**src/rtl/sort_pkg.sv**
```systemverilog
// sort_pkg: state encoding, default sizes and watchdog limit shared by the
// sort feeder and its FIFO.
package sort_pkg;

  // Sequencer states of the feeder
  typedef enum logic [2:0] {
    S_IDLE,
    S_LOAD,
    S_START,
    S_WAIT_BUSY,
    S_WAIT_DONE,
    S_SEND,
    S_DRAIN
  } state_e;

  localparam int WORD_SIZE_DEF = 4;
  localparam int VEC_LEN_DEF   = 8;

  // Watchdog terminal count (only used when SORT_TIMEOUT_EN is defined)
  localparam logic [15:0] WD_LIMIT = 16'hFFFF;

endpackage

```
**src/rtl/sort_feeder_fifo.sv**
```systemverilog
// sort_feeder_fifo: synchronous FIFO with registered not-full flag,
// combinational head word, empty flag and occupancy count.
module sort_feeder_fifo
  import sort_pkg::*;
#(
  parameter int WIDTH = WORD_SIZE_DEF,
  parameter int DEPTH = 16,
  localparam int AW = $clog2(DEPTH),
  localparam int CW = AW + 1
) (
  input  logic             clk,
  input  logic             rst,
  input  logic [WIDTH-1:0] wr_data,
  input  logic             wr_valid,
  output logic             wr_ready,
  input  logic             rd_pop,
  output logic [WIDTH-1:0] rd_head,
  output logic             empty,
  output logic [CW-1:0]    count
);

  logic [WIDTH-1:0] mem [DEPTH];
  logic [AW-1:0]    wr_ptr_q;
  logic [AW-1:0]    rd_ptr_q;
  logic [CW-1:0]    count_q;
  logic [CW-1:0]    count_d;
  logic             ready_q;
  logic             push;
  logic             pop;

  assign push = wr_valid && ready_q;
  assign pop  = rd_pop && (count_q != '0);

  // Occupancy next state; a simultaneous push and pop leaves it unchanged
  always_comb begin
    count_d = count_q;
    if (push && !pop) begin
      count_d = count_q + CW'(1);
    end else if (pop && !push) begin
      count_d = count_q - CW'(1);
    end
  end

  // Storage array: written on push, no reset so it maps to RAM
  always_ff @(posedge clk) begin
    if (push) begin
      mem[wr_ptr_q] <= wr_data;
    end
  end

  // Pointers (wrap naturally at power-of-two depth), count and not-full flag
  always_ff @(posedge clk) begin
    if (rst) begin
      wr_ptr_q <= '0;
      rd_ptr_q <= '0;
      count_q  <= '0;
      ready_q  <= 1'b1;
    end else begin
      if (push) begin
        wr_ptr_q <= wr_ptr_q + AW'(1);
      end
      if (pop) begin
        rd_ptr_q <= rd_ptr_q + AW'(1);
      end
      count_q <= count_d;
      ready_q <= (count_d != CW'(DEPTH));
    end
  end

  assign wr_ready = ready_q;
  assign rd_head  = mem[rd_ptr_q];
  assign empty    = (count_q == '0);
  assign count    = count_q;

endmodule

```
**src/rtl/sort_feeder.sv**
```systemverilog
// sort_feeder: buffers an unframed word stream and sequences the bubble-sort
// engine one VEC_LEN-word vector at a time (load, sort, wait, send, drain).
// Optional build macro SORT_TIMEOUT_EN adds a 16-bit wait watchdog.
module sort_feeder
  import sort_pkg::*;
#(
  parameter int word_size  = WORD_SIZE_DEF,
  parameter int VEC_LEN    = VEC_LEN_DEF,
  parameter int FIFO_DEPTH = 16,
  parameter int DRAIN_CYC  = 8
) (
  input  logic                 clk,
  input  logic                 rst,
  input  logic [word_size-1:0] in_data,
  input  logic                 in_valid,
  output logic                 in_ready,
  output logic                 Load,
  output logic                 Sort,
  output logic                 Send,
  output logic [word_size-1:0] Data_in,
  input  logic                 Ready,
  input  logic                 Busy,
  input  logic                 Waiting,
  output logic                 vec_done,
  output logic [7:0]           vec_count,
  output logic                 err
);

  localparam int          CW         = $clog2(FIFO_DEPTH) + 1;
  localparam logic [4:0]  LAST_WORD  = 5'(VEC_LEN - 1);
  localparam logic [7:0]  DRAIN_LAST = 8'(DRAIN_CYC);

  state_e               state_q;
  logic [4:0]           wcnt_q;
  logic [7:0]           drain_q;
  logic                 load_q;
  logic                 sort_q;
  logic                 send_q;
  logic [word_size-1:0] data_q;
  logic                 vec_done_q;
  logic [7:0]           vec_count_q;
  logic                 err_q;

  logic                 fifo_empty;
  logic [CW-1:0]        fifo_count;
  logic [word_size-1:0] fifo_head;
  logic                 pop;
  logic                 wd_fire;

  sort_feeder_fifo #(
    .WIDTH (word_size),
    .DEPTH (FIFO_DEPTH)
  ) u_fifo (
    .clk      (clk),
    .rst      (rst),
    .wr_data  (in_data),
    .wr_valid (in_valid),
    .wr_ready (in_ready),
    .rd_pop   (pop),
    .rd_head  (fifo_head),
    .empty    (fifo_empty),
    .count    (fifo_count)
  );

  // A word leaves the FIFO only while loading and the sorter is accepting
  assign pop = (state_q == S_LOAD) && !fifo_empty && Ready;

`ifdef SORT_TIMEOUT_EN
  logic [15:0] wd_q;
  logic        in_wait;

  assign in_wait = (state_q == S_WAIT_BUSY) || (state_q == S_WAIT_DONE);
  assign wd_fire = in_wait && (wd_q == WD_LIMIT);

  // Watchdog: counts cycles spent waiting on the sorter, cleared elsewhere
  always_ff @(posedge clk) begin
    if (rst) begin
      wd_q <= '0;
    end else if (in_wait) begin
      if (!wd_fire) begin
        wd_q <= wd_q + 16'd1;
      end
    end else begin
      wd_q <= '0;
    end
  end
`else
  assign wd_fire = 1'b0;
`endif

  // Sequencer with registered sorter controls, status and sticky error
  always_ff @(posedge clk) begin
    if (rst) begin
      state_q     <= S_IDLE;
      wcnt_q      <= '0;
      drain_q     <= '0;
      load_q      <= 1'b0;
      sort_q      <= 1'b0;
      send_q      <= 1'b0;
      data_q      <= '0;
      vec_done_q  <= 1'b0;
      vec_count_q <= '0;
      err_q       <= 1'b0;
    end else begin
      load_q     <= 1'b0;
      sort_q     <= 1'b0;
      send_q     <= 1'b0;
      vec_done_q <= 1'b0;
      // The sorter must not claim to be busy before it has been started
      if (Busy && (state_q == S_IDLE || state_q == S_LOAD)) begin
        err_q <= 1'b1;
      end
      case (state_q)
        S_IDLE: begin
          wcnt_q <= '0;
          if ((fifo_count != '0) && Ready) begin
            state_q <= S_LOAD;
          end
        end
        S_LOAD: begin
          if (pop) begin
            load_q <= 1'b1;
            data_q <= fifo_head;
            wcnt_q <= wcnt_q + 5'd1;
            if (wcnt_q == LAST_WORD) begin
              state_q <= S_START;
            end
          end
        end
        S_START: begin
          sort_q  <= 1'b1;
          state_q <= S_WAIT_BUSY;
        end
        S_WAIT_BUSY: begin
          if (wd_fire) begin
            err_q   <= 1'b1;
            state_q <= S_SEND;
          end else if (Waiting) begin
            state_q <= S_SEND;
          end else if (Busy) begin
            state_q <= S_WAIT_DONE;
          end
        end
        S_WAIT_DONE: begin
          if (wd_fire) begin
            err_q   <= 1'b1;
            state_q <= S_SEND;
          end else if (Waiting) begin
            state_q <= S_SEND;
          end
        end
        S_SEND: begin
          send_q  <= 1'b1;
          drain_q <= '0;
          if (!Waiting) begin
            err_q <= 1'b1;
          end
          state_q <= S_DRAIN;
        end
        S_DRAIN: begin
          if (drain_q != DRAIN_LAST) begin
            drain_q <= drain_q + 8'd1;
          end else if (Ready) begin
            vec_done_q  <= 1'b1;
            vec_count_q <= vec_count_q + 8'd1;
            state_q     <= S_IDLE;
          end
        end
        default: state_q <= S_IDLE;
      endcase
    end
  end

  assign Load      = load_q;
  assign Sort      = sort_q;
  assign Send      = send_q;
  assign Data_in   = data_q;
  assign vec_done  = vec_done_q;
  assign vec_count = vec_count_q;
  assign err       = err_q;

endmodule

```
**config.mk**
```make
export PLATFORM = sky130hd
export DESIGN_NAME = sort_feeder
export DESIGN_NICKNAME = d
export VERILOG_FILES = /design/src/rtl/sort_pkg.sv /design/src/rtl/sort_feeder_fifo.sv /design/src/rtl/sort_feeder.sv
export SDC_FILE = /design/constraint.sdc
export NUM_CORES = 1
export LEC_CHECK = 0
export CAP_MARGIN = 20
export CORE_AREA = 2 2 99 101
export DETAILED_ROUTE_END_ITERATION = 10
export DIE_AREA = 0 0 101 103
export GPL_TIMING_DRIVEN = 0
export PLACE_DENSITY = 0.73
export SETUP_SLACK_MARGIN = 0.05
export SLEW_MARGIN = 20
export SYNTH_ARGS = -nofsm -noshare
export SYNTH_HDL_FRONTEND = slang
export SYNTH_SLANG_ARGS = --single-unit
```
**constraint.sdc**
```tcl
create_clock -name clk -period 2 [get_ports clk]
set_input_delay 0.4 -clock clk [delete_from_list [all_inputs] [get_ports clk]]
set_output_delay 0.4 -clock clk [all_outputs]
set_load 0.02 [all_outputs]
```
==> results.json, run 1 <==
{
  "die_x_um": 101,
  "syn_to_final_growth_pct": 16.0,
  "firstDrtPassIters": 4,
  "hold_path.class": "flop to flop",
  "vias_per_cell": 5.64,
  "die_area_sq_um": 10400,
  "crit_type": "flop to flop",
  "slew_headroom_pct": 61.0,
  "syn_avg_cell_area_sq_um": 12.3,
  "fin_skew_ns": 0.0195,
  "status": "finished, final reports clean",
  "final_common_cell": "edfxtp_1",
  "critPathRequiredTime_ns": 2.30,
  "path_clk_slew_ns": 0.11,
  "syn_inst": 390,
  "power_uw": 4710,
  "core_area_sq_um": 9460,
  "antenna_found_initial": 0,
  "drtAntennaViolNets": 0,
  "setup_viol": 0,
  "fp-row-count": 36,
  "yosys_warnings": 0,
  "grt_pass1_vias": 2911,
  "cts_root_buf": "clkbuf_8",
  "ys_seq_elements": 111,
  "p_leak_uw": 0.00193,
  "drt_iter0_markers": 143,
  "numCtsBuffers": 9,
  "maxSlewViolCount": 0,
  "drc": 0,
  "synth_edf_count": 64,
  "async_flop_share_pct": 0,
  "grt_use_total_pct": 18.3,
  "io_buffer_count": 27,
  "end_kind": "flop",
  "num-nets-final": 453,
  "cap_viol_max_count": 0,
  "fin_crit_sh_pct": 95.0,
  "grt_pass1_wl_um": 14400,
  "die_height_um": 103,
  "vias": 3103,
  "tightest_slew_ns": 0.585,
  "crit_path_max_fanout": 5,
  "synth_ff_type": "edfxtp_1",
  "worstSkewPairLatency_ns": 0.38,
  "cts_tree": "yes",
  "fmax_mhz": 526,
  "diodes": 0,
  "holdWs_ns": 0.491,
  "wirelength_um": 9110,
  "grt-ovfl-total": 0,
  "boundaryPins": 28,
  "start_kind": "flop",
  "nFillCells": 756,
  "rsz0062_at_grt": "true",
  "drive_above_1_share_pct": 17.4,
  "synth_nets": 412,
  "final_cell_mix": "edfxtp_1 (64), nor2_1 (53), dfxtp_1 (40)",
  "cts-htree-levels": 3,
  "period_minus_slack_ns": 1.90,
  "ys_types": 52,
  "cts.sinks": 111,
  "gp_congestion": 0.806,
  "wire_per_inst_um": 16.6,
  "worst_slack_ns": 0.100,
  "syn-cell-area_sq_um": 4810,
  "hold_viol_final": 0,
  "seq_area_frac_synth_pct": 59.6,
  "grt_max_degree": 23,
  "place.detailed.hpwl_um": 6310,
  "hold_buffers": 0,
  "p_per_area_nw_per_um2": 844,
  "cp.arrival_ns": 2.20,
  "clock_tree.buffer_depth": 2,
  "ir_drop_uv": 440,
  "preCtsSetupSlack_ns": -0.603,
  "initial_core_util_pct": 50.8
}
## through the flow
step                TNS (ns)  cells  utilization [%]  area, sq um
detailed placement    -28.41    531             55.2         5220
floorplan                  0    390                -         4810
global route               0    550             59.0         5580
finish                     0    550             59.0         5580
global placement      -24.85    531             55.2         5220
CTS                        0    548             58.1         5500
## final timing paths
kind | start | end | slack [ns] | cells past startpoint
setup / recovery | u_fifo.count[0]$_SDFF_PP0_ | u_fifo.wr_ready$_SDFF_PP1_ | 0.10 | 7
hold / removal | drain_q[1]$_SDFFE_PP0P_ | drain_q[1]$_SDFFE_PP0P_ | 0.49 | 2
setup reg to reg | u_fifo.count[0]$_SDFF_PP0_ | u_fifo.wr_ready$_SDFF_PP1_ | 0.10 | 7
hold reg to reg | drain_q[1]$_SDFFE_PP0P_ | drain_q[1]$_SDFFE_PP0P_ | 0.49 | 2
## synth_stat cells (all sizes together) (4+ instances only)
master | count | share of area (%)
nor3 | 7 | 0.96
inv | 10 | 0.78
ha | 12 | 3.1
a22oi | 5 | 0.78
mux4 | 16 | 7.5
nand2b | 4 | 0.52
nor2b | 5 | 0.65
nand2 | 30 | 2.3
o21ai | 8 | 0.91
xor2 | 19 | 3.5
nor2 | 54 | 4.2
a21oi | 14 | 1.5
nand4 | 9 | 1.2
xnor2 | 7 | 1.4
a31oi | 4 | 0.52
and3 | 8 | 1.0
buf | 11 | 1.2
nand3 | 13 | 1.4
edfxtp | 64 | 40
clkbuf | 9 | 0.70
mux2i | 4 | 0.83
dfxtp | 47 | 20
## report_power, final
part	internal, uW	switching [uW]
registers	2490	55.3
logic	368	451
clock network	501	842
## cell type report
class | instances | area (sq um) | area share (%)
plain buffers | 18 | 92.6 | 1.66
clock buffers | 9 | 124 | 2.22
clock inverters | 7 | 81.3 | 1.46
inverters | 10 | 40.0 | 0.718
multi-input cells | 249 | 1900 | 34.1
flip-flops and latches | 111 | 2880 | 51.6
well taps | 114 | 143 | 2.56
repair buffers | 32 | 319 | 5.72
## cells by family after synthesis
| kind of cell | count (synthesis) | share of synthesized area, % |
|---|---|---|
| multiplexers | 21 | 8.57 |
| AND/OR/NAND/NOR | 144 | 14.7 |
| XOR/XNOR | 26 | 4.89 |
| flip-flops | 111 | 59.6 |
| buffers and inverters | 30 | 2.73 |
| adder cells (fa/ha/maj) | 12 | 3.12 |
| AO/OA/AOI/OAI | 46 | 6.40 |
## what timing repair did
item	4_1_cts	5_1_grt
endpoints found under the setup margin	34	84
setup buffers	3	2
pin swaps	3	4
gates resized for setup	16	21
## per-layer routing
metal / up-vias / part of all wire, % / GRT usage, %
met3: 14 / 3.8 / 4.61
met1: 1518 / 44 / 22.9
li1: 1503 / - / -
met5: - / 0 / 0
met2: 68 / 51 / 31.3
met4: 0 / 1.8 / 6.24
## registers in the layout, summed over array words and instances, names as in the netlist
signal	cells
u_fifo.count	5
Send	1
u_fifo.wr_ptr_q	4
wcnt_q	5
Data_in	4
u_fifo.mem	64
err	1
Sort	1
u_fifo.wr_ready	1
u_fifo.rd_ptr_q	4
state_q	3
Load	1
vec_done	1
drain_q	8
vec_count	8
## worst max-delay path: stages, from the launching register on
cell and delay [ns]:
dfxtp_4 0.37, inv_4 0.07, ha_4 0.13, or4b_4 0.48, nand3_4 0.14, mux2i_2 0.23, mux2_4 0.32, o2111ai_1 0.09
No activity file was read; power rests on OpenSTA's default activity.
==> run 2: changes to the inputs <==
--- a/config.mk
+++ b/config.mk
@@ -6,11 +6,11 @@
 export NUM_CORES = 1
 export LEC_CHECK = 0
 export CAP_MARGIN = 20
-export CORE_AREA = 2 2 99 101
+export CORE_AREA = 2 2 102 104
 export DETAILED_ROUTE_END_ITERATION = 10
-export DIE_AREA = 0 0 101 103
+export DIE_AREA = 0 0 104 106
 export GPL_TIMING_DRIVEN = 0
-export PLACE_DENSITY = 0.73
+export PLACE_DENSITY = 0.7
 export SETUP_SLACK_MARGIN = 0.05
 export SLEW_MARGIN = 20
 export SYNTH_ARGS = -nofsm -noshare
==> results.json, run 2 (synthesized netlist as in run 1, its figures left out) <==
{
  "placedCellCount": 553,
  "crit_chain": "inv_4 > ha_4 > or4b_4 > and3_4 > mux2i_4 > xnor2_2 > o2111ai_2",
  "drtAntennaViolNets": 0,
  "gp_congestion": 0.854,
  "status": "finished, final reports clean",
  "regArea_sq_um": 2880,
  "grt_use_total_pct": 17.6,
  "fin_skew_ns": 0.0126,
  "path_clk_slew_ns": 0.11,
  "r2r_cells": 7,
  "setup_viol": 0,
  "vias": 3098,
  "die_area_sq_um": 11000,
  "slowest_delay_ns": 0.49,
  "syn_to_final_growth_pct": 18.1,
  "wirelength_um": 9130,
  "clock_tree.buffer_depth": 2,
  "place_area_sq_um": 5250,
  "grt_max_degree": 20,
  "wire_per_inst_um": 15.8,
  "worstSkewPairLatency_ns": 0.37,
  "grt_pass1_vias": 3125,
  "numCtsBuffers": 9,
  "end_kind": "flop",
  "initial_core_util_pct": 48.1,
  "die_height_um": 106,
  "boundaryPins": 28,
  "p_per_area_nw_per_um2": 814,
  "num-nets-final": 459,
  "multiInputGateArea_sq_um": 1960,
  "cp.arrival_ns": 2.18,
  "hold_buffers": 0,
  "slew_headroom_pct": 60.4,
  "largest_register_ffs": 64,
  "place.detailed.hpwl_um": 6380,
  "grt_pass1_wl_um": 15200,
  "start_kind": "flop",
  "core_area_sq_um": 10000,
  "cts_root_buf": "clkbuf_8",
  "io_buffer_count": 27,
  "p_leak_uw": 0.00195,
  "fin_crit_sh_pct": 96.3,
  "cts_tree": "yes",
  "ir_drop_uv": 641,
  "cts-htree-levels": 3,
  "drive_above_1_share_pct": 20.6,
  "tightest_slew_ns": 0.593,
  "antenna_found_initial": 0,
  "hold_path.class": "flop to flop",
  "slowest_stage": "or4b_4",
  "fmax_mhz": 519,
  "nFillCells": 832,
  "final_cell_mix": "edfxtp_1 (64), nor2_1 (51), dfxtp_1 (39)",
  "power_uw": 4620,
  "final_common_cell": "edfxtp_1",
  "grt-ovfl-total": 0,
  "drc": 0,
  "firstDrtPassIters": 4,
  "hold_depth": 2,
  "crit_type": "flop to flop",
  "die_x_um": 104,
  "hold_viol_final": 0,
  "crit_path_max_fanout": 5,
  "final_cells": 578,
  "rsz0062_at_grt": "true",
  "vias_per_cell": 5.36,
  "final_util_pct": 56.8,
  "largest-register": "u_fifo.mem",
  "critPathRequiredTime_ns": 2.25,
  "final_area_sq_um": 5680,
  "cap_viol_max_count": 0,
  "maxSlewViolCount": 0,
  "fp-row-count": 37,
  "cts.sinks": 111,
  "holdWs_ns": 0.489,
  "period_minus_slack_ns": 1.93,
  "diodes": 0,
  "drt_iter0_markers": 142
}
-- run 2: cell types whose count changed in the layout (fill, tap and decap cells not counted), sizes merged --
cell      delta
buf          +5
clkinv       -2
and3         +1
clkinvlp     +1
inv          +1
-- run 2: metrics by stage --
stage	worst slack, ns	TNS, ns
2_1_floorplan	0.0767	0
3_3_place_gp	-0.502	-27.22
3_5_place_dp	-0.532	-29.82
4_1_cts	-0.00871	-0.00871
5_1_grt	0.00699	0
6_report	0.0738	0
-- run 2: path summary, 6_finish.rpt --
kind | startpoint | end | slack, ns
hold reg to reg | err$_SDFF_PP0_ | err$_SDFF_PP0_ | 0.49
hold / removal | err$_SDFF_PP0_ | err$_SDFF_PP0_ | 0.49
setup / recovery | u_fifo.count[0]$_SDFF_PP0_ | u_fifo.wr_ready$_SDFF_PP1_ | 0.07
setup reg to reg | u_fifo.count[0]$_SDFF_PP0_ | u_fifo.wr_ready$_SDFF_PP1_ | 0.07
-- run 2: timing repair --
item | CTS | global route
endpoints found under the hold margin | 0 | 0
cloned | 0 | 1
buffers inserted | 5 | 5
endpoints found under the setup margin | 44 | 23
pin swaps | 3 | 8
gates resized for setup | 23 | 28
-- run 2: routing by layer --
metal / GRT usage [%] / vias up / wire [um]
met3: 4.05 / 17 / 307
met4: 7.72 / 0 / 188
met2: 30.7 / 54 / 4650
met5: 0 / - / 0
li1: - / 1522 / -
met1: 21.0 / 1505 / 3990
-- run 2: cell type report --
| type | instances | share of cell area, % |
|---|---|---|
| plain buffers | 18 | 1.56 |
| well taps | 136 | 3.00 |
| inverters | 10 | 0.749 |
| flip-flops and latches | 111 | 50.8 |
| repair buffers | 37 | 6.28 |
| multi-input cells | 250 | 34.5 |
| clock buffers | 9 | 2.18 |
| clock inverters | 7 | 0.926 |
-- run 2: critical path: cells and delay by family, from the launching register on --
family	cells	cell delay (ns)
XOR/XNOR	1	0.17
multiplexers	1	0.20
flip-flops	1	0.37
adder cells (fa/ha/maj)	1	0.12
AO/OA/AOI/OAI	1	0.13
AND/OR/NAND/NOR	2	0.74
buffers and inverters	1	0.07
-- run 2: report_power, final --
| group | internal [uW] | switching (uW) | total [uW] |
|---|---|---|---|
| Combinational | 384 | 471 | 855 |
| Clock | 467 | 755 | 1220 |
| Sequential | 2490 | 57.1 | 2540 |
| Total | 3340 | 1280 | 4620 |
==> run 3: changes to the inputs <==
--- a/config.mk
+++ b/config.mk
@@ -12,7 +12,6 @@
 export GPL_TIMING_DRIVEN = 0
 export PLACE_DENSITY = 0.7
 export SETUP_SLACK_MARGIN = 0.05
-export SLEW_MARGIN = 20
 export SYNTH_ARGS = -nofsm -noshare
 export SYNTH_HDL_FRONTEND = slang
 export SYNTH_SLANG_ARGS = --single-unit
==> results of run 3 <==
The final DEF is identical to that of run 2; final timing and power are the same.
